===== src/rtl/input_event_pkg.sv =====
// input_event_pkg: shared edge encodings and FIFO entry field layout for
// the input event arbiter. Entry layout, LSB first: edge, channel, timestamp.
package input_event_pkg;

   localparam logic EDGE_RISE = 1'b1;
   localparam logic EDGE_FALL = 1'b0;

   localparam int unsigned EDGE_OFF = 0;
   localparam int unsigned CHAN_OFF = 1;

   // Timestamp field sits directly above the channel field.
   function automatic int unsigned ts_off(input int unsigned ch_w);
      return CHAN_OFF + ch_w;
   endfunction

endpackage


===== src/rtl/event_fifo.sv =====
// event_fifo: flop-based FIFO with valid/ready on both sides and occupancy.
// Ports:
//   clk, reset            clock, synchronous active-high reset
//   in_valid/in_ready_c   push handshake (ready is combinational: room or pop)
//   in_data               entry to write at the tail
//   out_valid/out_ready   pop handshake; out_valid is registered
//   out_data              head entry
//   count                 occupancy 0..DEPTH
module event_fifo #(
   parameter int unsigned W     = 8,
   parameter int unsigned DEPTH = 8
) (
   input  logic                     clk,
   input  logic                     reset,
   input  logic                     in_valid,
   output logic                     in_ready_c,
   input  logic [W-1:0]             in_data,
   output logic                     out_valid,
   input  logic                     out_ready,
   output logic [W-1:0]             out_data,
   output logic [$clog2(DEPTH):0]   count
);

   localparam int unsigned PTR_W = $clog2(DEPTH);
   localparam int unsigned CNT_W = PTR_W + 1;

   logic [W-1:0]     mem [DEPTH];
   logic [PTR_W-1:0] wr_ptr;
   logic [PTR_W-1:0] rd_ptr;
   logic             push;
   logic             pop;
   logic [CNT_W-1:0] count_next;

   // A pop frees a slot in the same cycle, so a full FIFO still accepts a push.
   always_comb begin
      pop        = out_valid && out_ready;
      in_ready_c = (count < CNT_W'(DEPTH)) || pop;
      push       = in_valid && in_ready_c;
      count_next = count;
      if (push && !pop) begin
         count_next = count + CNT_W'(1);
      end else if (pop && !push) begin
         count_next = count - CNT_W'(1);
      end
   end

   assign out_data = mem[rd_ptr];

   // Pointers wrap naturally since DEPTH is a power of two.
   always_ff @(posedge clk) begin
      if (reset) begin
         mem       <= '{default: '0};
         wr_ptr    <= '0;
         rd_ptr    <= '0;
         count     <= '0;
         out_valid <= 1'b0;
      end else begin
         if (push) begin
            mem[wr_ptr] <= in_data;
            wr_ptr      <= wr_ptr + PTR_W'(1);
         end
         if (pop) begin
            rd_ptr <= rd_ptr + PTR_W'(1);
         end
         count     <= count_next;
         out_valid <= (count_next != '0);
      end
   end

endmodule


===== src/rtl/input_event_arbiter.sv =====
// input_event_arbiter: collects one-cycle edge pulses from NCH conditioner
// channels into per-channel pending slots, round-robin grants one slot per
// cycle into an event FIFO, and flags dropped events with a sticky overflow.
// Optional feature: define INPUT_EVENT_TIMESTAMP_EN to add a free-running
// TS_W-bit cycle counter whose value is captured per event and presented on
// out_timestamp.
// Ports:
//   clk, reset            clock, synchronous active-high reset
//   rising, falling       per-channel edge pulses
//   out_valid/out_ready   head handshake
//   out_chan, out_edge    head event channel and edge (1 rise, 0 fall)
//   count                 FIFO occupancy
//   overflow/overflow_clr sticky drop flag and its clear
//   out_timestamp         head capture time (timestamp build only)
module input_event_arbiter
   import input_event_pkg::*;
#(
   parameter int unsigned NCH   = 4,
   parameter int unsigned DEPTH = 8,
   parameter int unsigned TS_W  = 16
) (
   input  logic                     clk,
   input  logic                     reset,
   input  logic [NCH-1:0]           rising,
   input  logic [NCH-1:0]           falling,
   output logic                     out_valid,
   input  logic                     out_ready,
   output logic [$clog2(NCH)-1:0]   out_chan,
   output logic                     out_edge,
   output logic [$clog2(DEPTH):0]   count,
   output logic                     overflow,
   input  logic                     overflow_clr
`ifdef INPUT_EVENT_TIMESTAMP_EN
   ,
   output logic [TS_W-1:0]          out_timestamp
`endif
);

   localparam int unsigned CH_W    = $clog2(NCH);
`ifdef INPUT_EVENT_TIMESTAMP_EN
   localparam bit          TS_EN   = 1'b1;
`else
   localparam bit          TS_EN   = 1'b0;
`endif
   localparam int unsigned TS_BITS = TS_EN ? TS_W : 0;
   localparam int unsigned TS_OFF  = ts_off(CH_W);
   localparam int unsigned ENTRY_W = TS_OFF + TS_BITS;

   logic [NCH-1:0]     slot_valid;
   logic [NCH-1:0]     slot_edge;
   logic [NCH-1:0]     take;
   logic [NCH-1:0]     drop;
   logic [NCH-1:0]     gnt_vec;
   logic [CH_W-1:0]    rr_ptr;
   logic [CH_W-1:0]    grant_idx;
   logic [CH_W-1:0]    cand;
   logic               found;
   logic               grant;
   logic               fifo_ready_c;
   logic [ENTRY_W-1:0] push_data;
   logic [ENTRY_W-1:0] head_data;

   // Round-robin search starting one past the last granted channel.
   always_comb begin
      found     = 1'b0;
      grant_idx = '0;
      cand      = '0;
      for (int unsigned off = 1; off <= NCH; off++) begin
         cand = CH_W'((32'(rr_ptr) + off) % NCH);
         if (!found && slot_valid[cand]) begin
            found     = 1'b1;
            grant_idx = cand;
         end
      end
      grant   = found && fifo_ready_c;
      gnt_vec = '0;
      if (grant) begin
         gnt_vec[grant_idx] = 1'b1;
      end
   end

   // A slot being granted this cycle is free to take a new pulse.
   always_comb begin
      take = '0;
      drop = '0;
      for (int i = 0; i < NCH; i++) begin
         if (rising[i] && falling[i]) begin
            drop[i] = 1'b1;
         end else if (rising[i] || falling[i]) begin
            if (!slot_valid[i] || gnt_vec[i]) begin
               take[i] = 1'b1;
            end else begin
               drop[i] = 1'b1;
            end
         end
      end
   end

   // Pending slots, round-robin pointer and sticky overflow.
   always_ff @(posedge clk) begin
      if (reset) begin
         slot_valid <= '0;
         slot_edge  <= '0;
         rr_ptr     <= CH_W'(NCH - 1);
         overflow   <= 1'b0;
      end else begin
         for (int i = 0; i < NCH; i++) begin
            if (take[i]) begin
               slot_valid[i] <= 1'b1;
               slot_edge[i]  <= rising[i] ? EDGE_RISE : EDGE_FALL;
            end else if (gnt_vec[i]) begin
               slot_valid[i] <= 1'b0;
            end
         end
         if (grant) begin
            rr_ptr <= grant_idx;
         end
         if (|drop) begin
            overflow <= 1'b1;
         end else if (overflow_clr) begin
            overflow <= 1'b0;
         end
      end
   end

`ifdef INPUT_EVENT_TIMESTAMP_EN
   logic [TS_W-1:0] ts_cnt;
   logic [TS_W-1:0] slot_ts [NCH];

   // Free-running capture clock; each slot latches it when a pulse is taken.
   always_ff @(posedge clk) begin
      if (reset) begin
         ts_cnt  <= '0;
         slot_ts <= '{default: '0};
      end else begin
         ts_cnt <= ts_cnt + TS_W'(1);
         for (int i = 0; i < NCH; i++) begin
            if (take[i]) begin
               slot_ts[i] <= ts_cnt;
            end
         end
      end
   end

   assign push_data     = {slot_ts[grant_idx], grant_idx, slot_edge[grant_idx]};
   assign out_timestamp = head_data[TS_OFF +: TS_W];
`else
   assign push_data     = {grant_idx, slot_edge[grant_idx]};
`endif

   event_fifo #(
      .W     (ENTRY_W),
      .DEPTH (DEPTH)
   ) u_fifo (
      .clk        (clk),
      .reset      (reset),
      .in_valid   (grant),
      .in_ready_c (fifo_ready_c),
      .in_data    (push_data),
      .out_valid  (out_valid),
      .out_ready  (out_ready),
      .out_data   (head_data),
      .count      (count)
   );

   assign out_chan = head_data[CHAN_OFF +: CH_W];
   assign out_edge = head_data[EDGE_OFF];

endmodule


===== config.mk =====
export PLATFORM = sky130hd
export DESIGN_NAME = input_event_arbiter
export DESIGN_NICKNAME = d
export VERILOG_FILES = /design/src/rtl/input_event_pkg.sv /design/src/rtl/event_fifo.sv /design/src/rtl/input_event_arbiter.sv
export SDC_FILE = /design/constraint.sdc
export NUM_CORES = 1
export LEC_CHECK = 0
export CORE_UTILIZATION = 62
export CTS_CLUSTER_SIZE = 40
export DETAILED_ROUTE_END_ITERATION = 16
export GPL_TIMING_DRIVEN = 1
export PLACE_DENSITY = 0.85
export SLEW_MARGIN = 15
export SYNTH_ARGS = -nofsm -noshare
export SYNTH_HDL_FRONTEND = slang
export SYNTH_SLANG_ARGS = --single-unit

===== constraint.sdc =====
create_clock -name clk -period 4.9 [get_ports clk]
set_input_delay 0.98 -clock clk [delete_from_list [all_inputs] [get_ports clk]]
set_output_delay 0.98 -clock clk [all_outputs]
set_load 0.01 [all_outputs]

==> out/qor.yml <==
timing.critical_path.arrival_ns: 2.28
die_x_um: 64.7
worst-r2r-cell-count: 5
grt_first_pass_wirelength_um: 8190
synth_area_mm2: 0.00244
synth-seq-area-share: 0.377
tritoncts_clock_tree: "yes"
holdWs_ns: 0.478
placement_rows: 22
hold_path_end: "slot_edge[2]$_SDFFE_PP0P_"
post_drt_via_cell_ratio: 5.92
post_synthesis_net_count: 278
timing_worst_slew_pin_value_ns: 0.768
path_max_fanout: 8
status: "complete, no violations"
critical_path.reg2reg.endpoint: "u_fifo.mem[6]$_SDFFE_PP0P_"
timing.hold.worst_path_depth: 2
io_buffer_count: 20
critical_path_top_delay_cell: "dfxtp_1"
vias_in_the_first_global_route: 1707
gp_congestion: 0.880
synth_top_area_share: 0.377
post_cts.resized_instances: 0
finalCriticalPeriod_ns: 3.26
vdd_drop_max_mv: 0.227
hold_path_startpoint: "slot_edge[2]$_SDFFE_PP0P_"
stdcell_count: 327
critPathKind: "reg2out"
netlist_top_cells_count: "dfxtp_1 (46), nor2_1 (36), nand2_1 (17), a21oi_1 (16), nand2b_1 (15)"
final_tns_setup_ns: 0
timing_max_transition_violations_final: 0
synth.largest_area_cell: "dfxtp_1"
yosys_register_bits: 46
count_of_filler_cells_inserted_in_the_layout: 280
critPathCaptureType: "output port"
dp.cells: 319
layout-drive-gt1-share: 0.140
worst_setup_path_start_kind: "flop"
route.vias.total: 1937
grt_setup_unrepaired: "false"
synth_top_cells_by_area: "dfxtp_1 (38%), mux2i_1 (5.7%), nor2_1 (5.5%)"
clock_sinks: 46
worst_skew_pair_later_pin_latency_ns: 0.30
initial_standard_cell_utilization_of_the_core: 0.657
grt_overflow_total: 0
leakagePower_uw: 0.000993
cts_root_buffer: "clkbuf_8"
drc_errors: 0
fin_skew_ns: 0.00893
max_cap_violations: 0
timing.critical_path.cells: "mux4_2 -> mux2_2 -> clkdlybuf4s50_1"
critical_path.max_stage_delay_ns: 0.65
timing.reg2reg.setup_slack_ns: 2.64
required_ns: 3.92
core_area_mm2: 0.00372
ys_async_sr_fraction: 0
htree_num_levels: 2
post_syn_instances: 262
min_delay_worst_type: "reg2reg"
area_growth_pct: 13.0
grt_antenna_before_repair: 0
num_antenna_cells: 0
die-height_um: 64.7
crit_path_start: "u_fifo.rd_ptr[0]$_SDFFE_PP0P_"
drt_pass1_iterations: 4
avgSynthCellArea_um2: 9.32
layout.core_utilization: 0.742
regToRegStartpoint: "rr_ptr[1]$_SDFFE_PP1P_"
clk_pin_slew_worst_paths_ns: 0.09
ff_latch_area_um2: 921
grt_start_max_net_pins: 44
power-per-cell-area_mw_per_mm2: 431
postSynth.topFlopCell: "dfxtp_1"
synth.most_common_cell: "dfxtp_1"
placed_cell_area_mm2: 0.00265
tritoncts.num_buffers: 5
dieArea_mm2: 0.00419
synth.yosys.warnings: 0
place.detailed.hpwl_um: 3450
io_pins: 21
synth_cell_type_count: 50
hold_viol: 0
multi_input_comb_area_mm2: 0.00143
cts_setup_buffers: 0
max-slew-margin-rel: 0.484
gr-usage-all-layers: 0.255
timing.fmax_ghz: 0.307
antenna_violating_nets_post_route: 0
layout.cell_area.non_filler_mm2: 0.00276
detail_route.wl_per_cell_um: 14.9
fin_nets: 294
final-setup-viol-count: 0
layout_worst_path_cycle_share: 0.666
ctsHoldBuffers: 0
drt_first_iter_violations: 154
clock_tree.buffer_depth: 2
number_of_synthesized_flops_with_an_enable_pin: 0
wirelength_um: 4860
critical path, delay by kind of cell, from the launching register on:
family	cells	cell delay [ns]
flip-flops	1	0.65
buffers and inverters	1	0.47
multiplexers	2	0.85
power breakdown:
part	internal (µW)	total (µW)	switching (µW)	leakage (µW)
logic	194	399	205	0.000565
registers	426	507	81.2	0.000376
clock network	152	282	130	0.0000514
final cells by class:
cell class | instances | area share
sequential | 46 | 0.334
timing repair buffer | 21 | 0.0753
clock inverter | 2 | 0.0136
multi-input combinational | 196 | 0.518
clock buffer | 6 | 0.0263
tap | 48 | 0.0218
inverter | 8 | 0.0109
worst max path at each step:
| stage | end | cells past startpoint |
|---|---|---|
| 2_1_floorplan | out_chan[0] | 3 |
| 3_3_place_gp | out_chan[1] | 3 |
| 3_5_place_dp | out_edge | 3 |
| 4_1_cts | out_edge | 3 |
| 5_1_grt | out_chan[1] | 3 |
| 6_report | out_edge | 3 |
sequential cells by signal, summed over array words and instances (netlist names):
register,cells
slot_edge,4
u_fifo.wr_ptr,3
overflow,1
rr_ptr,2
u_fifo.rd_ptr,3
u_fifo.out_valid,1
u_fifo.count,4
slot_valid,4
u_fifo.mem,24
per-stage QoR:
| step | setup slack (ns) | power, µW |
|---|---|---|
| after CTS | 1.62 | 1190 |
| after global routing | 1.53 | 1260 |
| after global placement | 2.03 | 897 |
| after detailed placement | 1.96 | 909 |
| final | 1.64 | 1190 |
| after floorplan | 2.40 | 793 |
layout by cell type, fill, tap and decap left out, drive strengths merged, types with 3 or more instances in the layout:
cell type / synthesis / layout
clkdlybuf4s50: 0 / 20
clkbuf: 7 / 6
o211ai: 3 / 3
mux2i: 14 / 14
nor2: 38 / 38
nor4: 3 / 3
nand2: 19 / 19
ha: 4 / 4
o22ai: 5 / 5
nor3: 6 / 6
a21oi: 17 / 17
xnor2: 7 / 7
a211oi: 8 / 8
o41ai: 3 / 3
or3b: 3 / 3
nand2b: 15 / 15
inv: 8 / 8
mux4: 6 / 6
xor2: 3 / 3
nor2b: 6 / 6
o21ai: 15 / 15
dfxtp: 46 / 46
mux2: 4 / 4
kinds of logic (layout without fill, tap and decap cells):
group | after synthesis | after routing | synth area share
AND/OR/NAND/NOR | 94 | 94 | 0.208
AO/OA/AOI/OAI | 64 | 64 | 0.189
flip-flops | 46 | 46 | 0.377
multiplexers | 24 | 24 | 0.133
buffers and inverters | 20 | 37 | 0.0374
XOR/XNOR | 10 | 10 | 0.0359
adder cells (fa/ha/maj) | 4 | 4 | 0.0205
per-layer routing:
metal  track usage  part of all wire  up-vias
li1              -                 -      968
met1         0.334              0.48      920
met2         0.418              0.47       43
met3        0.0528             0.035        6
met4        0.0778             0.011        0
met5             0                 0        -
Power figures use the tool's default switching activity.
